## config.mk

```make
export PLATFORM = sky130hd
export DESIGN_NAME = pipeline_step_ctrl_flat
export DESIGN_NICKNAME = d
export VERILOG_FILES = /design/src/rtl/pipeline_step_ctrl_pkg.sv /design/src/rtl/pipeline_step_ctrl_if.sv /design/src/rtl/pipeline_step_ctrl_sat_counter.sv /design/src/rtl/pipeline_step_ctrl.sv /design/src/flat_wrapper.sv
export SDC_FILE = /design/constraint.sdc
export NUM_CORES = 1
export LEC_CHECK = 0
export CAP_MARGIN = 10
export CORE_UTILIZATION = 35
export DETAILED_ROUTE_END_ITERATION = 10
export PLACE_DENSITY = 0.7
export SLEW_MARGIN = 30
export SYNTH_ARGS = -nofsm -noshare
export SYNTH_HDL_FRONTEND = slang
export SYNTH_SLANG_ARGS = --single-unit
```

## constraint.sdc

```tcl
create_clock -name clk -period 2.96 [get_ports clk]
set_input_delay 0.592 -clock clk [delete_from_list [all_inputs] [get_ports clk]]
set_output_delay 0.592 -clock clk [all_outputs]
set_load 0.01 [all_outputs]
```

## src/rtl/pipeline_step_ctrl_pkg.sv

```systemverilog
// rtl/pipeline_step_ctrl_pkg.sv - shared encodings for the pipeline single-step controller
package pipeline_step_ctrl_pkg;

  typedef enum logic [1:0] {
    ST_IDLE   = 2'b00,
    ST_RUN    = 2'b01,
    ST_STEP   = 2'b10,
    ST_HALTED = 2'b11
  } state_t;

  typedef enum logic [1:0] {
    CMD_RUN   = 2'b00,
    CMD_STEP  = 2'b01,
    CMD_PAUSE = 2'b10,
    CMD_CLEAR = 2'b11
  } cmd_t;

  // The pipeline is frozen whenever the controller is parked.
  function automatic logic is_frozen(state_t s);
    return (s == ST_IDLE) || (s == ST_HALTED);
  endfunction

endpackage

```

## src/rtl/pipeline_step_ctrl_if.sv

```systemverilog
// rtl/pipeline_step_ctrl_if.sv - debug command handshake between host and step controller
interface pipeline_step_ctrl_if;
  import pipeline_step_ctrl_pkg::*;

  logic       cmd_valid;
  logic [1:0] cmd_code;
  logic       cmd_ready;

  modport master (output cmd_valid, output cmd_code, input cmd_ready);
  modport slave  (input cmd_valid, input cmd_code, output cmd_ready);
endinterface

```

## src/rtl/pipeline_step_ctrl_sat_counter.sv

```systemverilog
// rtl/pipeline_step_ctrl_sat_counter.sv - saturating up-counter with synchronous clear
module sat_counter #(
  parameter int WIDTH = 32
) (
  input  logic             clk,
  input  logic             rst,
  input  logic             en,
  input  logic             clr,
  output logic [WIDTH-1:0] count
);

  always_ff @(posedge clk) begin
    if (!rst) begin
      count <= '0;
    end else if (clr) begin
      count <= '0;
    end else if (en && (count != '1)) begin
      count <= count + WIDTH'(1);
    end
  end

endmodule

```

## src/rtl/pipeline_step_ctrl.sv

```systemverilog
// rtl/pipeline_step_ctrl.sv - run/step/pause/halt debug controller freezing the pipeline
// Optional breakpoint compare compiled in with PIPELINE_STEP_CTRL_BREAKPOINT_EN.
module pipeline_step_ctrl #(
  parameter int CNT_W  = 32,
  parameter int STEP_W = 8
) (
  input  logic                clk,
  input  logic                rst,
  pipeline_step_ctrl_if.slave cmd,
  input  logic [STEP_W-1:0]   step_len,
  input  logic                prog_end,
  input  logic                bp_wr,
  input  logic [31:0]         bp_wdata,
  input  logic [31:0]         pc_exe,
  output logic                stop_debug,
  output logic [1:0]          state,
  output logic [CNT_W-1:0]    run_cycles,
  output logic                done,
  output logic                bp_hit
);
  import pipeline_step_ctrl_pkg::*;

  state_t            cur_state;
  state_t            nxt_state;
  logic [STEP_W-1:0] step_cnt;
  logic [STEP_W-1:0] nxt_step_cnt;
  logic              nxt_done;
  logic              clr_cycles;
  logic              accept;
  logic              in_flight;

  assign accept    = cmd.cmd_valid && cmd.cmd_ready;
  assign in_flight = (cur_state == ST_RUN) || (cur_state == ST_STEP);
  assign state     = cur_state;

`ifdef PIPELINE_STEP_CTRL_BREAKPOINT_EN
  logic [31:0] bp_addr;
  logic        bp_valid;
  logic        bp_match;
  logic        nxt_bp_hit;

  assign bp_match = bp_valid && (pc_exe == bp_addr);
`else
  logic unused_bp;

  assign unused_bp = ^{bp_wr, bp_wdata, pc_exe};
  assign bp_hit    = 1'b0;
`endif

  // Priority: prog_end, then breakpoint, then step expiry, then host command.
  always_comb begin
    nxt_state    = cur_state;
    nxt_step_cnt = step_cnt;
    nxt_done     = 1'b0;
    clr_cycles   = 1'b0;
`ifdef PIPELINE_STEP_CTRL_BREAKPOINT_EN
    nxt_bp_hit   = 1'b0;
`endif
    if (in_flight && prog_end) begin
      nxt_state    = ST_HALTED;
      nxt_step_cnt = '0;
      nxt_done     = 1'b1;
    end
`ifdef PIPELINE_STEP_CTRL_BREAKPOINT_EN
    else if ((cur_state == ST_RUN) && bp_match) begin
      nxt_state  = ST_IDLE;
      nxt_bp_hit = 1'b1;
    end
`endif
    else if (cur_state == ST_STEP) begin
      if (step_cnt <= STEP_W'(1)) begin
        nxt_state    = ST_IDLE;
        nxt_step_cnt = '0;
        nxt_done     = 1'b1;
      end else begin
        nxt_step_cnt = step_cnt - STEP_W'(1);
      end
    end else if (accept) begin
      case (cur_state)
        ST_IDLE: begin
          case (cmd_t'(cmd.cmd_code))
            CMD_RUN:   nxt_state = ST_RUN;
            CMD_STEP: begin
              nxt_state    = ST_STEP;
              nxt_step_cnt = (step_len == '0) ? STEP_W'(1) : step_len;
            end
            CMD_CLEAR: clr_cycles = 1'b1;
            default:   nxt_state = ST_IDLE;
          endcase
        end
        ST_RUN: begin
          case (cmd_t'(cmd.cmd_code))
            CMD_PAUSE: nxt_state = ST_IDLE;
            CMD_CLEAR: clr_cycles = 1'b1;
            default:   nxt_state = ST_RUN;
          endcase
        end
        ST_HALTED: begin
          if (cmd_t'(cmd.cmd_code) == CMD_CLEAR) begin
            nxt_state  = ST_IDLE;
            clr_cycles = 1'b1;
          end
        end
        default: nxt_state = cur_state;
      endcase
    end
  end

  // Outputs are registered from the next state so they line up with state.
  always_ff @(posedge clk) begin
    if (!rst) begin
      cur_state     <= ST_IDLE;
      step_cnt      <= '0;
      stop_debug    <= 1'b1;
      cmd.cmd_ready <= 1'b1;
      done          <= 1'b0;
`ifdef PIPELINE_STEP_CTRL_BREAKPOINT_EN
      bp_hit        <= 1'b0;
      bp_addr       <= '0;
      bp_valid      <= 1'b0;
`endif
    end else begin
      cur_state     <= nxt_state;
      step_cnt      <= nxt_step_cnt;
      stop_debug    <= is_frozen(nxt_state);
      cmd.cmd_ready <= (nxt_state != ST_STEP);
      done          <= nxt_done;
`ifdef PIPELINE_STEP_CTRL_BREAKPOINT_EN
      bp_hit        <= nxt_bp_hit;
      if (bp_wr) begin
        bp_addr  <= bp_wdata;
        bp_valid <= 1'b1;
      end
`endif
    end
  end

  sat_counter #(
    .WIDTH (CNT_W)
  ) u_run_cnt (
    .clk   (clk),
    .rst   (rst),
    .en    (!stop_debug),
    .clr   (clr_cycles),
    .count (run_cycles)
  );

endmodule

```

## src/flat_wrapper.sv

```systemverilog
// flat-port wrapper written by rule: the top's interface ports become plain ports
module pipeline_step_ctrl_flat import pipeline_step_ctrl_pkg::*;
#(
  parameter int CNT_W  = 32,
  parameter int STEP_W = 8
)
  (clk, rst, step_len, prog_end, bp_wr, bp_wdata, pc_exe, stop_debug, state, run_cycles, done, bp_hit, cmd_cmd_valid, cmd_cmd_code, cmd_cmd_ready);
  pipeline_step_ctrl_if cmd_i ();
  input  logic clk;
  input  logic rst;
  input  logic [STEP_W-1:0] step_len;
  input  logic prog_end;
  input  logic bp_wr;
  input  logic [31:0] bp_wdata;
  input  logic [31:0] pc_exe;
  output logic stop_debug;
  output logic [1:0] state;
  output logic [CNT_W-1:0] run_cycles;
  output logic done;
  output logic bp_hit;
  input wire logic [$bits(cmd_i.cmd_valid)-1:0] cmd_cmd_valid;
  input wire logic [$bits(cmd_i.cmd_code)-1:0] cmd_cmd_code;
  output wire logic [$bits(cmd_i.cmd_ready)-1:0] cmd_cmd_ready;
  assign cmd_i.cmd_valid = cmd_cmd_valid;
  assign cmd_i.cmd_code = cmd_cmd_code;
  assign cmd_cmd_ready = cmd_i.cmd_ready;
  pipeline_step_ctrl #(.CNT_W(CNT_W), .STEP_W(STEP_W)) u_core (.clk(clk), .rst(rst), .cmd(cmd_i), .step_len(step_len), .prog_end(prog_end), .bp_wr(bp_wr), .bp_wdata(bp_wdata), .pc_exe(pc_exe), .stop_debug(stop_debug), .state(state), .run_cycles(run_cycles), .done(done), .bp_hit(bp_hit));
endmodule
```

Word level (Yosys, flattened, before mapping)
Cells that the tools add are included.

word-level totals
  register bits = 45
  latch bits = 0
  bits in writable memories = 0
  ROM bits = 0
  bits of input ports = 79
  output and inout port bits = 38
  logic and storage cells = 58
  memories = 0

cells by class
  $add $sub $neg = 2
  multipliers = 0
  divide/modulo/power cells = 0
  magnitude comparators = 1
  equality and inequality tests = 9
  shifts and indexed selects = 0
  mux-type cells = 22
  bitwise gates (word level) = 1
  reduce and logical (&&, ||, !) cells = 17

operators with widths
  kind                                                            count
  two-way mux 8 bit                                               6
  adder 32 x 1 -> 32 bit, second input constant                   1
  != test 32 bit, second input constant                           1
  case mux 2 bit (3 select lines)                                 2
  equality test 2 bit, second input constant                      5
  two-way mux 2 bit                                               5
  less-or-equal comparator 8 x 1 -> 1 bit, second input constant  1
  logical NOT 8 bit                                               1
  two-way mux 1 bit                                               8
  subtractor 8 x 1 -> 8 bit, second input constant                1
  logical NOT 2 bit                                               3
  nonzero test 2 bit                                              3
  equality test 2 x 1 -> 1 bit, second input constant             2
  case mux 2 bit (2 select lines)                                 1
  OR reduction 2 bit                                              2
  logical AND 1 bit                                               3
  AND reduction 3 bit                                             1
  OR reduction 3 bit                                              1
  logical OR 1 bit                                                2
  != test 2 bit, second input constant                            1
  logical NOT 1 bit                                               1
  NOT 1 bit                                                       1

Depth between registers and ports, before layout
  depth in word-level cells = 8
  gate-level depth with buffers = 9
  depth with buffers taken out = 8

By module
From an unflattened synthesis, not the netlist that was laid out.

unflattened totals
  cells, all modules = 317
  area total of the unflattened synthesis = 2591.2 sq um

by module, submodules not included
  module              instances  cells an instance  area each (sq um)  seq. area each (sq um)
  sat_counter         1          203                1667.8             640.6
  pipeline_step_ctrl  1          114                923.4              260.2

Worst setup path before layout
OpenSTA, ideal clock, no wires.

  path kind = reg2reg
  start point = reg u_core.step_cnt[3]
  end point = reg u_core.stop_debug
  setup time = 123 ps
  data arrival time = 2025 ps
  slack = 812 ps
  stages on the path, launching flop included = 7
  buffers on the path = 0
  period minus slack after synthesis = 2148 ps
  cell sequence = dfxtp_1 -> or4_4 -> o41ai_2 -> o21ai_1 -> a221o_1 -> ha_1 -> nand2b_1

on the way
  cells in the longest elaborated chain, start to end = 6
  elaborated cells on any way between the ends = 7

RTL lines
  element                                                          line                          RTL
  from (decl)                                                      pipeline_step_ctrl.sv:25      logic [STEP_W-1:0] step_cnt;
  from (signal assigned)                                           pipeline_step_ctrl.sv:124     step_cnt <= nxt_step_cnt;
  less-or-equal comparator 8 x 1 -> 1 bit *                        pipeline_step_ctrl.sv:71      if (step_cnt <= STEP_W'(1)) begin
  two-way mux 2 bit *                                              pipeline_step_ctrl.sv:71
  two-way mux 2 bit *                                              pipeline_step_ctrl.sv:70      else if (cur_state == ST_STEP) begin
  two-way mux 2 bit *                                              pipeline_step_ctrl.sv:59      if (in_flight && prog_end) begin
  equality test 2 bit / logical NOT 2 bit (equally long branches)  pipeline_step_ctrl_pkg.sv:20  return (s == ST_IDLE) || (s == ST_HALTED);
  logical OR 1 bit *                                               pipeline_step_ctrl_pkg.sv:20
  to (signal assigned)                                             pipeline_step_ctrl.sv:125     stop_debug <= is_frozen(nxt_state);
  to (decl)                                                        pipeline_step_ctrl.sv:15      output logic stop_debug,

Mark *: on every way between the ends. The rest lies on a longest branch, timed or not.
A chain may end at the register's enable or synchronous reset.

Final worst setup path
Ends and elaborated chain as after synthesis.

==> summary.md <==
| Metric | Value |
|---|---|
| Outcome | complete, no violations |
| Pre-CTS setup slack | 0.468 ns |
| Die W | 87.9 µm |
| Post-Syn Area | 0.00258 mm² |
| Post-Syn Instances | 316 |
| DR vias | 2526 |
| VDD IR max | 0.333 mV |
| Num CTS Buffers | 5 |
| Critical path arrival | 2.50 ns |
| Ratio of cells with drive above 1 in the final layout | 6.52% |
| Clk_skew | 0.00672 ns |
| TritonCTS clock tree | built |
| Worst hold path class | flip-flop to flip-flop |
| Htree depth | 2 |
| Number of flops mapped to enable cells by yosys | 0 |
| CTS root buf | clkbuf_8 |
| CP Capture Type | flip-flop |
| Synthesized area per cell | 8.16 µm² |
| Final Max Tran Viols | 0 |
| Wire per inst | 13.4 µm |
| Min Tclk post-route | 2.31 ns |
| Leakage | 1.09 nW |
| Global-route wire length before repair | 10.5 mm |
| Grt total ovfl | 0 |
| Post-route cell area | 0.00327 mm² |
| CP Max Fanout | 7 |
| # resized after CTS | 0 |
| RSZ-0062 raised after global routing | no |
| Critical Path RT | 3.15 ns |
| Worst path slowest cell | or4_4 |
| Worst Tran Pin Value | 0.647 ns |
| Area grow syn2layout | 26.9% |
| Max Freq | 0.432 GHz |
| Clock sinks | 45 |
| Clock transition at path regs | 0.08 ns |
| Setup violators final | 0 |
| WS Path Type | flip-flop to flip-flop |
| Syn nets | 403 |
| Number of detailed-route iterations in the first pass | 5 |
| PnR worst setup slack | 0.648 ns |
| Clk_lat worst skew | 0.30 ns |
| Row count | 30 |
| Area fraction of the dominant cell type after synthesis | 34.9% |
| Fin nets | 454 |
| CP bufs+invs | 0 |
| Number of global-route vias before repair | 2259 |
| DP Wirelength | 4.57 mm |
| Dpl cells | 456 |
| Seq/Total Area, Yosys | 34.9% |
| Post-synth top area cell | dfxtp_1 |
| Initial antenna violation count | 0 |
| GPL Wtd Cong | 0.918 |
| Worst path cell trace | or4_4, o41ai_2, o21ai_1, a221o_1, ha_1, nand2b_1 |
| Die ar. | 0.00772 mm² |
| Total global routing track utilization | 17.1% |
| Max-slew headroom | 56.7% |
| Dominant synthesized flop cell | dfxtp_1 |
| CP delay by family, top | compound AO/OA/AOI/OAI gates |
| CTS hold repair buffers | 0 |
| Max Cap Violations | 0 |
| Yosys warns | 0 |
| ANT cells | 0 |
| Post-CTS Setup Inserts | 0 |
| DP Area | 0.00319 mm² |
| Core ar. | 0.00694 mm² |
| Setup TNS | 0 ns |
| Vias per cell | 5.44 |
| Critical Path Max Stage Delay | 0.59 ns |
| Routed WL | 6.23 mm |
| Antenna Nets Post-Route | 0 |
| PwrDens | 562 mW/mm² |
| Synth Register Bits | 45 |
| Final cell count without fillers | 464 |
| Max Root-Sink Buffers | 2 |
| Area contributors post-synth | dfxtp_1 35%, a21oi_1 4.5%, o21ai_0 4.5% |
| Die span in y | 87.9 µm |
| IO Pins | 117 |
| Final Hold Fails | 0 |
| Synth async-reset ratio | 0% |
| IO buf count | 50 |
| DRC viols | 0 |
| Initial Util | 37.2% |
| Netlist cell types | 61 |
| Initial DRC Count | 133 |
| CP Launch Type | flip-flop |
| Largest net degree at the start of global routing | 30 |
| Fin crit share | 78.1% |
-- sequential cells by signal, indices dropped and copies added (netlist names) --
signal,flops
u_core.cmd.cmd_ready,1
u_core.done,1
u_core.state,2
u_core.step_cnt,8
u_core.stop_debug,1
u_core.u_run_cnt.count,32
-- power by group --
group	leakage [nW]	switching (W)	internal [W]
Combinational	0.686	0.000370	0.000327
Sequential	0.364	0.0000958	0.000670
Clock	0.0450	0.000211	0.000164
-- through the flow --
| step | util [%] | total power (W) | hold WS, ns |
|---|---|---|---|
| after floorplan | - | 0.00126 | 0.440 |
| after global placement | 45.9 | 0.00145 | 0.460 |
| after global routing | 47.1 | 0.00196 | 0.514 |
| after CTS | 47.1 | 0.00185 | 0.490 |
| after detailed placement | 45.9 | 0.00147 | 0.473 |
| final | 47.1 | 0.00184 | 0.489 |
-- cells by family (layout without fill, tap and decap cells) --
family | count (synthesis) | after routing | share of synthesized area [%]
compound gates | 84 | 84 | 21.0
mux | 4 | 4 | 1.55
simple gates | 138 | 138 | 30.3
xor+xnor | 13 | 13 | 4.41
other cells | 1 | 1 | 0.145
buf+inv | 23 | 75 | 3.88
fa+ha+maj | 8 | 8 | 3.88
flops | 45 | 45 | 34.9
-- Yosys cell counts (2+ instances only) --
cell      count
a211oi_1      8
a21o_1        2
a21oi_1      23
a22oi_1       2
and2_1        6
and3_1        2
and4_1        3
buf_2         2
clkbuf_1      7
dfxtp_1      45
ha_1          8
inv_1        11
mux2i_1       4
nand2_1      25
nand2b_1      7
nand3_1      12
nand4_1       9
nor2_1       28
nor2b_1       2
nor3_1        7
nor4_1        9
o211ai_1      2
o21ai_0      23
o21ai_1       3
o31ai_1       2
or3_1        13
or4_1         4
or4_4         3
xnor2_1      12
-- layer usage --
layer  share of wire (%)  up-vias  GRT usage, %
met4                 1.4        0          6.56
met2                  46       66          27.7
li1                    -     1278             -
met5                   0        -             0
met1                  47     1175          21.8
met3                 5.0        7          4.24
-- worst min-delay path, stage by stage (launching register included) --
cell	delay (ns)
dfxtp_1	0.34
nand2_1	0.06
a21oi_1	0.05
-- path summary, 6_finish.rpt --
kind / from / to / slack (ns) / depth (start not counted)
max: u_core.step_cnt[3]$_SDFFE_PP0P_ / u_core.stop_debug$_SDFF_PN1_ / 0.65 / 6
min: u_core.step_cnt[6]$_SDFFE_PP0P_ / u_core.step_cnt[6]$_SDFFE_PP0P_ / 0.49 / 2
max reg2reg: u_core.step_cnt[3]$_SDFFE_PP0P_ / u_core.stop_debug$_SDFF_PN1_ / 0.65 / 6
min reg2reg: u_core.step_cnt[6]$_SDFFE_PP0P_ / u_core.step_cnt[6]$_SDFFE_PP0P_ / 0.49 / 2
-- layout by cell type, fill, tap and decap left out, types with 2 or more instances in the layout --
cell             count
a211oi_1             8
a21o_1               2
a21oi_1             23
a22oi_1              2
and2_1               6
and3_1               2
and4_1               3
buf_4                5
clkbuf_8             5
clkdlybuf4s50_1     50
clkinv_2             2
dfxtp_1             45
ha_1                 8
inv_1               11
mux2i_1              4
nand2_1             25
nand2b_1             7
nand3_1             12
nand4_1              9
nor2_1              28
nor2b_1              2
nor3_1               7
nor4_1               9
o211ai_1             2
o21ai_0             23
o21ai_1              3
o31ai_1              2
o41ai_2              2
or3_1               13
or4_1                4
or4_4                3
xnor2_1             12
-- final cells by class --
class / instances / area [µm²]
Clock buffer: 6 / 72.6
Clock inverter: 2 / 10.0
Fill cell: 702 / 3670
Inverter: 12 / 45.0
Multi-Input combinational cell: 248 / 1590
Sequential cell: 45 / 901
Tap cell: 96 / 120
Timing Repair Buffer: 55 / 538
No activity file was read; power rests on OpenSTA's default activity.
